===== config.mk =====
export PLATFORM = sky130hd
export DESIGN_NAME = sdram_rw_arbiter_rr_flat
export DESIGN_NICKNAME = d
export VERILOG_FILES = /design/src/rtl/sdram_arb_pkg.sv /design/src/rtl/sdram_rw_arbiter_rr_if.sv /design/src/rtl/sdram_arb_rr_pick.sv /design/src/rtl/sdram_rw_arbiter_rr.sv /design/src/flat_wrapper.sv
export SDC_FILE = /design/constraint.sdc
export NUM_CORES = 1
export LEC_CHECK = 0
export CAP_MARGIN = 20
export CORE_AREA = 5 5 209 211
export CTS_CLUSTER_DIAMETER = 30
export CTS_CLUSTER_SIZE = 30
export DETAILED_ROUTE_END_ITERATION = 10
export DIE_AREA = 0 0 214 216
export PLACE_DENSITY_LB_ADDON = 0.3
export SLEW_MARGIN = 20
export SYNTH_ARGS = -nofsm -noshare
export SYNTH_HDL_FRONTEND = slang
export SYNTH_SLANG_ARGS = --single-unit
export TNS_END_PERCENT = 100

===== constraint.sdc =====
create_clock -name clk -period 10.23 [get_ports clk]
set_input_delay 1.5345 -clock clk [delete_from_list [all_inputs] [get_ports clk]]
set_output_delay 1.5345 -clock clk [all_outputs]
set_load 0.005 [all_outputs]

===== src/rtl/sdram_arb_pkg.sv =====
// sdram_arb_pkg: shared FSM states, controller request codes and id-width helper for the SDRAM arbiter
package sdram_arb_pkg;
    typedef enum logic [1:0] {IDLE, BUSY, ACK} state_t;
    localparam logic [1:0] REQ_IDLE = 2'b00;
    localparam logic [1:0] REQ_RD   = 2'b01;
    localparam logic [1:0] REQ_WR   = 2'b10;
    function automatic int id_w(input int n);
        return (n > 1) ? $clog2(n) : 1;
    endfunction
endpackage


===== src/rtl/sdram_rw_arbiter_rr_if.sv =====
// sdram_rw_arbiter_rr_if: requester and controller-side signals of the SDRAM round-robin arbiter
interface sdram_rw_arbiter_rr_if
    import sdram_arb_pkg::*;
#(
    parameter int NUM_RD = 2,
    parameter int NUM_WR = 3,
    parameter int ADDR_W = 24,
    parameter int DATA_W = 16,
    parameter int BURST  = 4
);
    localparam int IW = id_w(NUM_RD + NUM_WR);
    logic                            i_excl;
    logic [NUM_RD-1:0]               i_rd_req;
    logic [NUM_RD*ADDR_W-1:0]        i_rd_addr;
    logic [NUM_RD-1:0]               o_rd_done;
    logic [BURST*DATA_W-1:0]         o_rd_data;
    logic [NUM_WR-1:0]               i_wr_req;
    logic [NUM_WR*ADDR_W-1:0]        i_wr_addr;
    logic [NUM_WR*BURST*DATA_W-1:0]  i_wr_data;
    logic [NUM_WR-1:0]               o_wr_done;
    logic [1:0]                      o_ctrl_req;
    logic [ADDR_W-1:0]               o_ctrl_addr;
    logic [BURST*DATA_W-1:0]         o_ctrl_wdata;
    logic [BURST*DATA_W-1:0]         i_ctrl_rdata;
    logic [1:0]                      i_ctrl_done;
    logic                            o_busy;
    logic [IW-1:0]                   o_grant_id;
    logic                            o_timeout;

    modport slave (
        input  i_excl, i_rd_req, i_rd_addr, i_wr_req, i_wr_addr, i_wr_data, i_ctrl_rdata, i_ctrl_done,
        output o_rd_done, o_rd_data, o_wr_done, o_ctrl_req, o_ctrl_addr, o_ctrl_wdata, o_busy, o_grant_id, o_timeout
    );
    modport master (
        output i_excl, i_rd_req, i_rd_addr, i_wr_req, i_wr_addr, i_wr_data, i_ctrl_rdata, i_ctrl_done,
        input  o_rd_done, o_rd_data, o_wr_done, o_ctrl_req, o_ctrl_addr, o_ctrl_wdata, o_busy, o_grant_id, o_timeout
    );
endinterface


===== src/rtl/sdram_arb_rr_pick.sv =====
// sdram_arb_rr_pick: combinational round-robin picker, first set request searching from ptr+1 mod N
module sdram_arb_rr_pick #(
    parameter int N  = 5,
    parameter int IW = 3
) (
    input  logic [N-1:0]  i_req,
    input  logic [IW-1:0] i_ptr,
    output logic          o_valid,
    output logic [IW-1:0] o_id
);
    always_comb begin
        logic [IW-1:0] w_idx;
        w_idx   = '0;
        o_valid = |i_req;
        o_id    = '0;
        // walk from the farthest candidate back so the nearest one after ptr wins
        for (int i = N; i >= 1; i--) begin
            w_idx = IW'((int'(i_ptr) + i) % N);
            if (i_req[w_idx]) o_id = w_idx;
        end
    end
endmodule


===== src/rtl/sdram_rw_arbiter_rr.sv =====
// sdram_rw_arbiter_rr: fair N-read/M-write arbiter onto one 4-word-burst SDRAM controller port.
// Optional BUSY watchdog enabled by defining SDRAM_ARB_TIMEOUT_EN.
module sdram_rw_arbiter_rr
    import sdram_arb_pkg::*;
#(
    parameter int NUM_RD      = 2,
    parameter int NUM_WR      = 3,
    parameter int ADDR_W      = 24,
    parameter int DATA_W      = 16,
    parameter int BURST       = 4,
    parameter int EXCL_WR_IDX = 2,
    parameter int TIMEOUT_CYC = 1024
) (
    input  logic                 clk,
    input  logic                 rst,
    input  logic                 en,
    sdram_rw_arbiter_rr_if.slave bus
);
    localparam int N  = NUM_RD + NUM_WR;
    localparam int IW = id_w(N);
    localparam int BW = BURST * DATA_W;

    state_t            r_state, w_state_nx;
    logic [IW-1:0]     r_ptr, r_id, w_pick_id;
    logic [N-1:0]      r_mask, w_all, w_elig, w_ack_oh;
    logic [1:0]        r_ctrl_req;
    logic [ADDR_W-1:0] r_addr;
    logic [BW-1:0]     r_wdata, r_rd_data;
    logic              w_pick_vld, w_grant, w_done, w_tmo, w_is_rd;
    int                w_rd_k, w_wr_k;

    assign w_all  = {bus.i_wr_req, bus.i_rd_req};
    assign w_elig = (bus.i_excl ? (N'(1) << (NUM_RD + EXCL_WR_IDX)) & w_all : w_all) & ~r_mask;

    sdram_arb_rr_pick #(.N(N), .IW(IW)) u_pick (
        .i_req   (w_elig),
        .i_ptr   (r_ptr),
        .o_valid (w_pick_vld),
        .o_id    (w_pick_id)
    );

    assign w_grant = (r_state == IDLE) && en && w_pick_vld;
    assign w_is_rd = int'(w_pick_id) < NUM_RD;
    assign w_rd_k  = w_is_rd ? int'(w_pick_id) : 0;
    assign w_wr_k  = w_is_rd ? 0 : int'(w_pick_id) - NUM_RD;
    // only the done bit of the op in flight counts
    assign w_done  = (r_state == BUSY) && |(bus.i_ctrl_done & r_ctrl_req);

`ifdef SDRAM_ARB_TIMEOUT_EN
    localparam int CW = $clog2(TIMEOUT_CYC + 1);
    localparam logic [CW-1:0] TMO_LAST = CW'(TIMEOUT_CYC - 1);
    logic [CW-1:0] r_cnt;
    logic          r_timeout;
    assign w_tmo = (r_state == BUSY) && !w_done && (r_cnt == TMO_LAST);
    always_ff @(posedge clk) begin
        if (rst) begin
            r_cnt     <= '0;
            r_timeout <= 1'b0;
        end else begin
            r_cnt     <= (r_state == BUSY) ? r_cnt + 1'b1 : '0;
            r_timeout <= w_tmo;
        end
    end
    assign bus.o_timeout = r_timeout;
`else
    assign w_tmo         = 1'b0;
    assign bus.o_timeout = 1'b0;
`endif

    always_ff @(posedge clk) begin
        if (rst) r_state <= IDLE;
        else     r_state <= w_state_nx;
    end

    always_comb begin
        w_state_nx = r_state;
        w_state_nx = (r_state == IDLE) ? (w_grant ? BUSY : IDLE) :
                     (r_state == BUSY) ? (w_done ? ACK : (w_tmo ? IDLE : BUSY)) : IDLE;
    end

    always_ff @(posedge clk) begin
        if (rst) begin
            r_ptr      <= IW'(N - 1);
            r_mask     <= '0;
            r_id       <= '0;
            r_ctrl_req <= REQ_IDLE;
            r_addr     <= '0;
            r_wdata    <= '0;
            r_rd_data  <= '0;
        end else begin
            if (r_state == IDLE) r_mask <= '0;
            if (w_grant) begin
                r_id       <= w_pick_id;
                r_ptr      <= w_pick_id;
                r_ctrl_req <= w_is_rd ? REQ_RD : REQ_WR;
                r_addr     <= w_is_rd ? bus.i_rd_addr[w_rd_k*ADDR_W +: ADDR_W]
                                      : bus.i_wr_addr[w_wr_k*ADDR_W +: ADDR_W];
                r_wdata    <= w_is_rd ? '0 : bus.i_wr_data[w_wr_k*BW +: BW];
            end
            if (w_done || w_tmo) r_ctrl_req <= REQ_IDLE;
            if (w_done && r_ctrl_req == REQ_RD) r_rd_data <= bus.i_ctrl_rdata;
            // keep the just-served port out of the following IDLE cycle while it drops req
            if (r_state == ACK) r_mask <= N'(1) << r_id;
        end
    end

    assign w_ack_oh         = (r_state == ACK) ? N'(1) << r_id : '0;
    assign bus.o_rd_done    = w_ack_oh[NUM_RD-1:0];
    assign bus.o_wr_done    = w_ack_oh[N-1:NUM_RD];
    assign bus.o_rd_data    = r_rd_data;
    assign bus.o_ctrl_req   = r_ctrl_req;
    assign bus.o_ctrl_addr  = r_addr;
    assign bus.o_ctrl_wdata = r_wdata;
    assign bus.o_busy       = r_state != IDLE;
    assign bus.o_grant_id   = r_id;
endmodule


===== src/flat_wrapper.sv =====
// flat-port wrapper written by rule: the top's interface ports become plain ports
module sdram_rw_arbiter_rr_flat import sdram_arb_pkg::*;
#(
    parameter int NUM_RD      = 2,
    parameter int NUM_WR      = 3,
    parameter int ADDR_W      = 24,
    parameter int DATA_W      = 16,
    parameter int BURST       = 4,
    parameter int EXCL_WR_IDX = 2,
    parameter int TIMEOUT_CYC = 1024
)
  (clk, rst, en, bus_i_excl, bus_i_rd_req, bus_i_rd_addr, bus_i_wr_req, bus_i_wr_addr, bus_i_wr_data, bus_i_ctrl_rdata, bus_i_ctrl_done, bus_o_rd_done, bus_o_rd_data, bus_o_wr_done, bus_o_ctrl_req, bus_o_ctrl_addr, bus_o_ctrl_wdata, bus_o_busy, bus_o_grant_id, bus_o_timeout);
  sdram_rw_arbiter_rr_if #(.NUM_RD(NUM_RD), .NUM_WR(NUM_WR), .ADDR_W(ADDR_W), .DATA_W(DATA_W), .BURST(BURST)) bus_i ();
  input  logic clk;
  input  logic rst;
  input  logic en;
  input wire logic [$bits(bus_i.i_excl)-1:0] bus_i_excl;
  input wire logic [$bits(bus_i.i_rd_req)-1:0] bus_i_rd_req;
  input wire logic [$bits(bus_i.i_rd_addr)-1:0] bus_i_rd_addr;
  input wire logic [$bits(bus_i.i_wr_req)-1:0] bus_i_wr_req;
  input wire logic [$bits(bus_i.i_wr_addr)-1:0] bus_i_wr_addr;
  input wire logic [$bits(bus_i.i_wr_data)-1:0] bus_i_wr_data;
  input wire logic [$bits(bus_i.i_ctrl_rdata)-1:0] bus_i_ctrl_rdata;
  input wire logic [$bits(bus_i.i_ctrl_done)-1:0] bus_i_ctrl_done;
  output wire logic [$bits(bus_i.o_rd_done)-1:0] bus_o_rd_done;
  output wire logic [$bits(bus_i.o_rd_data)-1:0] bus_o_rd_data;
  output wire logic [$bits(bus_i.o_wr_done)-1:0] bus_o_wr_done;
  output wire logic [$bits(bus_i.o_ctrl_req)-1:0] bus_o_ctrl_req;
  output wire logic [$bits(bus_i.o_ctrl_addr)-1:0] bus_o_ctrl_addr;
  output wire logic [$bits(bus_i.o_ctrl_wdata)-1:0] bus_o_ctrl_wdata;
  output wire logic [$bits(bus_i.o_busy)-1:0] bus_o_busy;
  output wire logic [$bits(bus_i.o_grant_id)-1:0] bus_o_grant_id;
  output wire logic [$bits(bus_i.o_timeout)-1:0] bus_o_timeout;
  assign bus_i.i_excl = bus_i_excl;
  assign bus_i.i_rd_req = bus_i_rd_req;
  assign bus_i.i_rd_addr = bus_i_rd_addr;
  assign bus_i.i_wr_req = bus_i_wr_req;
  assign bus_i.i_wr_addr = bus_i_wr_addr;
  assign bus_i.i_wr_data = bus_i_wr_data;
  assign bus_i.i_ctrl_rdata = bus_i_ctrl_rdata;
  assign bus_i.i_ctrl_done = bus_i_ctrl_done;
  assign bus_o_rd_done = bus_i.o_rd_done;
  assign bus_o_rd_data = bus_i.o_rd_data;
  assign bus_o_wr_done = bus_i.o_wr_done;
  assign bus_o_ctrl_req = bus_i.o_ctrl_req;
  assign bus_o_ctrl_addr = bus_i.o_ctrl_addr;
  assign bus_o_ctrl_wdata = bus_i.o_ctrl_wdata;
  assign bus_o_busy = bus_i.o_busy;
  assign bus_o_grant_id = bus_i.o_grant_id;
  assign bus_o_timeout = bus_i.o_timeout;
  sdram_rw_arbiter_rr #(.NUM_RD(NUM_RD), .NUM_WR(NUM_WR), .ADDR_W(ADDR_W), .DATA_W(DATA_W), .BURST(BURST), .EXCL_WR_IDX(EXCL_WR_IDX), .TIMEOUT_CYC(TIMEOUT_CYC)) u_core (.clk(clk), .rst(rst), .en(en), .bus(bus_i));
endmodule

==> results.json <==
{
  "ir_drop_v": 0.0005077,
  "cts.repair.resized": 0,
  "drt_iter0_drc": 787,
  "gp_congestion": 0.9104,
  "grt_first_pass_wirelength_um": 77800,
  "drv_slew": 11,
  "clockBufferDepth": 2,
  "yosysWarnings": 0,
  "syn_area_um2": 11420,
  "port_buffers": 549,
  "timing.max_cap.violations": 0,
  "cts_setup_buffers": 0,
  "cts_hold_buf": 0,
  "arrival_ns": 7.90,
  "regArea_um2": 3303,
  "die_x_um": 214,
  "routedWlPerCell_um": 21.68,
  "root_buffer": "clkbuf_16",
  "clock_sinks": 165,
  "synth_edf_count": 0,
  "final_nets": 2302,
  "antenna_found_initial": 7,
  "tightest_slew_ns": 2.070,
  "dr.pass1.iters": 5,
  "worstPathMaxFanout": 21,
  "fmax_mhz": 133.1,
  "final_area_um2": 17780,
  "cts_buffers": 17,
  "fin_cells": 2435,
  "dpl_cell_area_um2": 17190,
  "timing.final.crit_share_pct": 73.42,
  "layout-area-overhead-vs-synth_pct": 55.74,
  "fin_worst_skew_ns": 0.008516,
  "die_area_um2": 46220,
  "synth-seq-cells": 165,
  "rsz0062_at_grt": "false",
  "cts_max_level": 4,
  "synthCells": 1410,
  "multi_input_comb_area_um2": 7487,
  "cp-end-kind": "register",
  "layout-drive-gt1-share_pct": 5.917,
  "clk_pin_slew_worst_paths_ns": 0.07,
  "boundaryPins": 551,
  "crit_path_start_kind": "register",
  "synth-main-ff-cell": "dfxtp_1",
  "fillers": 4122,
  "drt_wl_total_um": 52780,
  "layout_commonest_cell": "clkdlybuf4s50_1",
  "cp.required_ns": 10.62,
  "hold_viol": 0,
  "final_cell_mix": "clkdlybuf4s50_1 (548), nand2_1 (179), nor2_1 (171)",
  "setup_viol": 0,
  "place_inst": 2400,
  "clk_latency_ns": 0.46,
  "ys_types": 90,
  "postSynth.asyncResetShare_pct": 0,
  "gr-total-overflow": 0,
  "die_h_um": 216,
  "core_um2": 41570,
  "fin_setup_tns_ns": 0,
  "num_vias": 12700,
  "violations": "max-slew violations",
  "powerDensity_nw_per_um2": 286.2,
  "grt_usage_pct": 21.67,
  "grt_max_degree": 126,
  "slew_headroom_pct": -39.92,
  "path_class": "register to register",
  "post_drt_via_cell_ratio": 5.215,
  "outcome": "complete, but fails checks",
  "synth_seq_area_share_pct": 28.93,
  "hpwl_um": 41580,
  "rows": 75,
  "grt_pass1_vias": 12340,
  "leakage_nw": 6.285,
  "timing.final.crit_period_ns": 7.511,
  "synth.avg_cell_area_um2": 8.098,
  "drcViolationCount": 0,
  "start_util_pct": 27.47,
  "cts_tree": "built",
  "ant_nets": 0,
  "hold_path_class": "register to register"
}
-- final timing paths --
check | depth (start not counted) | endpoint | slack, ns | startpoint
max | 23 | u_core.bus.o_ctrl_addr[23] | 2.72 | u_core.bus.o_grant_id[1]
min | 2 | u_core.bus.o_rd_data[31] | 0.45 | u_core.bus.o_rd_data[31]
max reg2reg | 23 | u_core.bus.o_ctrl_addr[23] | 2.72 | u_core.bus.o_grant_id[1]
min reg2reg | 2 | u_core.bus.o_rd_data[31] | 0.45 | u_core.bus.o_rd_data[31]
-- Yosys cell counts, types with 5 or more instances --
| cell | instances | area share [%] |
|---|---|---|
| nor3_1 | 16 | 0.70 |
| a211oi_1 | 83 | 5.5 |
| a22oi_1 | 16 | 1.1 |
| clkbuf_1 | 80 | 2.6 |
| nand3b_1 | 7 | 0.46 |
| o21ai_1 | 15 | 0.66 |
| dfxtp_1 | 165 | 29 |
| mux4_2 | 26 | 5.1 |
| nand2_1 | 179 | 5.9 |
| o21ai_0 | 28 | 1.2 |
| nand2b_1 | 8 | 0.44 |
| nor3b_1 | 7 | 0.46 |
| xnor2_1 | 5 | 0.38 |
| a21oi_1 | 159 | 7.0 |
| buf_2 | 11 | 0.48 |
| buf_6 | 11 | 1.1 |
| a31oi_1 | 6 | 0.33 |
| buf_4 | 10 | 0.66 |
| and3_1 | 7 | 0.38 |
| nor2_1 | 172 | 5.7 |
| buf_1 | 6 | 0.20 |
| a221oi_1 | 9 | 0.69 |
| o22ai_1 | 35 | 1.9 |
| and2_1 | 7 | 0.38 |
| nand3_1 | 21 | 0.92 |
| mux2i_1 | 144 | 13 |
| ha_1 | 35 | 3.8 |
| inv_1 | 23 | 0.76 |
| o211ai_1 | 5 | 0.33 |
| nor2b_1 | 8 | 0.44 |
-- report_power, final --
part	total (mW)	internal, mW	switching, mW
logic	3.68	1.67	2.00
clock network	0.665	0.368	0.297
registers	0.748	0.706	0.0424
-- registers in the layout, indices dropped and copies added, names as in the netlist --
register                 count
u_core.bus.o_ctrl_wdata     64
u_core.bus.o_rd_data        64
u_core.bus.o_ctrl_addr      24
u_core.r_mask                5
u_core.bus.o_grant_id        3
u_core.bus.o_ctrl_req        2
u_core.r_state               2
u_core.r_ptr                 1
-- cell families after synthesis --
group                      synth area share [%]
and+or+nand+nor                           18.62
AOI/OAI and AO/OA                         22.89
muxes                                     18.34
DFF                                       28.93
buffers and inverters                     6.136
adders and majority gates                 3.835
xor gates and xnor gates                  1.183
other                                   0.06577
-- layout make-up --
class	instances	share of cell area, %
multi-input combinational	1106	42.10
timing repair buffer	565	31.65
sequential	165	18.57
tap	539	3.792
clock buffer	19	2.491
clock inverter	13	0.8162
inverter	25	0.5277
antenna	3	0.04221
-- per-stage QoR --
step,total power [mW],utilization (%),hold slack (ns),worst slack [ns]
floorplan,3.672,-,0.4527,2.955
global placement,4.318,41.35,0.4411,3.142
detailed placement,4.382,41.35,0.4457,2.891
CTS,5.063,42.76,0.4548,2.846
global route,5.436,42.78,0.4666,2.151
finish,5.090,42.78,0.4535,2.719
-- metal layers --
metal	wire [um]	track usage, %	share of wire [%]
met5	28	0.8333	0.053
met4	1882	9.405	3.6
met1	21250	26.15	40
met2	25230	35.47	48
met3	4390	7.063	8.3
-- critical path: stages, from the launching register on --
cell	delay (ns)
dfxtp_1	0.62
inv_1	0.27
ha_1	0.75
inv_1	0.21
ha_1	0.29
nor2_1	0.13
a21oi_1	0.12
xnor2_2	0.31
inv_1	0.11
ha_1	0.25
nand2b_1	0.11
o311ai_1	0.12
a31oi_2	0.44
nor3_1	0.10
o211ai_1	0.25
nor3b_2	0.29
or3b_1	0.41
a32o_2	0.33
nor2b_4	0.15
ha_2	0.18
ha_1	0.84
nor4b_4	0.80
a22oi_1	0.24
o21ai_1	0.13
(Power assumes the default switching activity.)
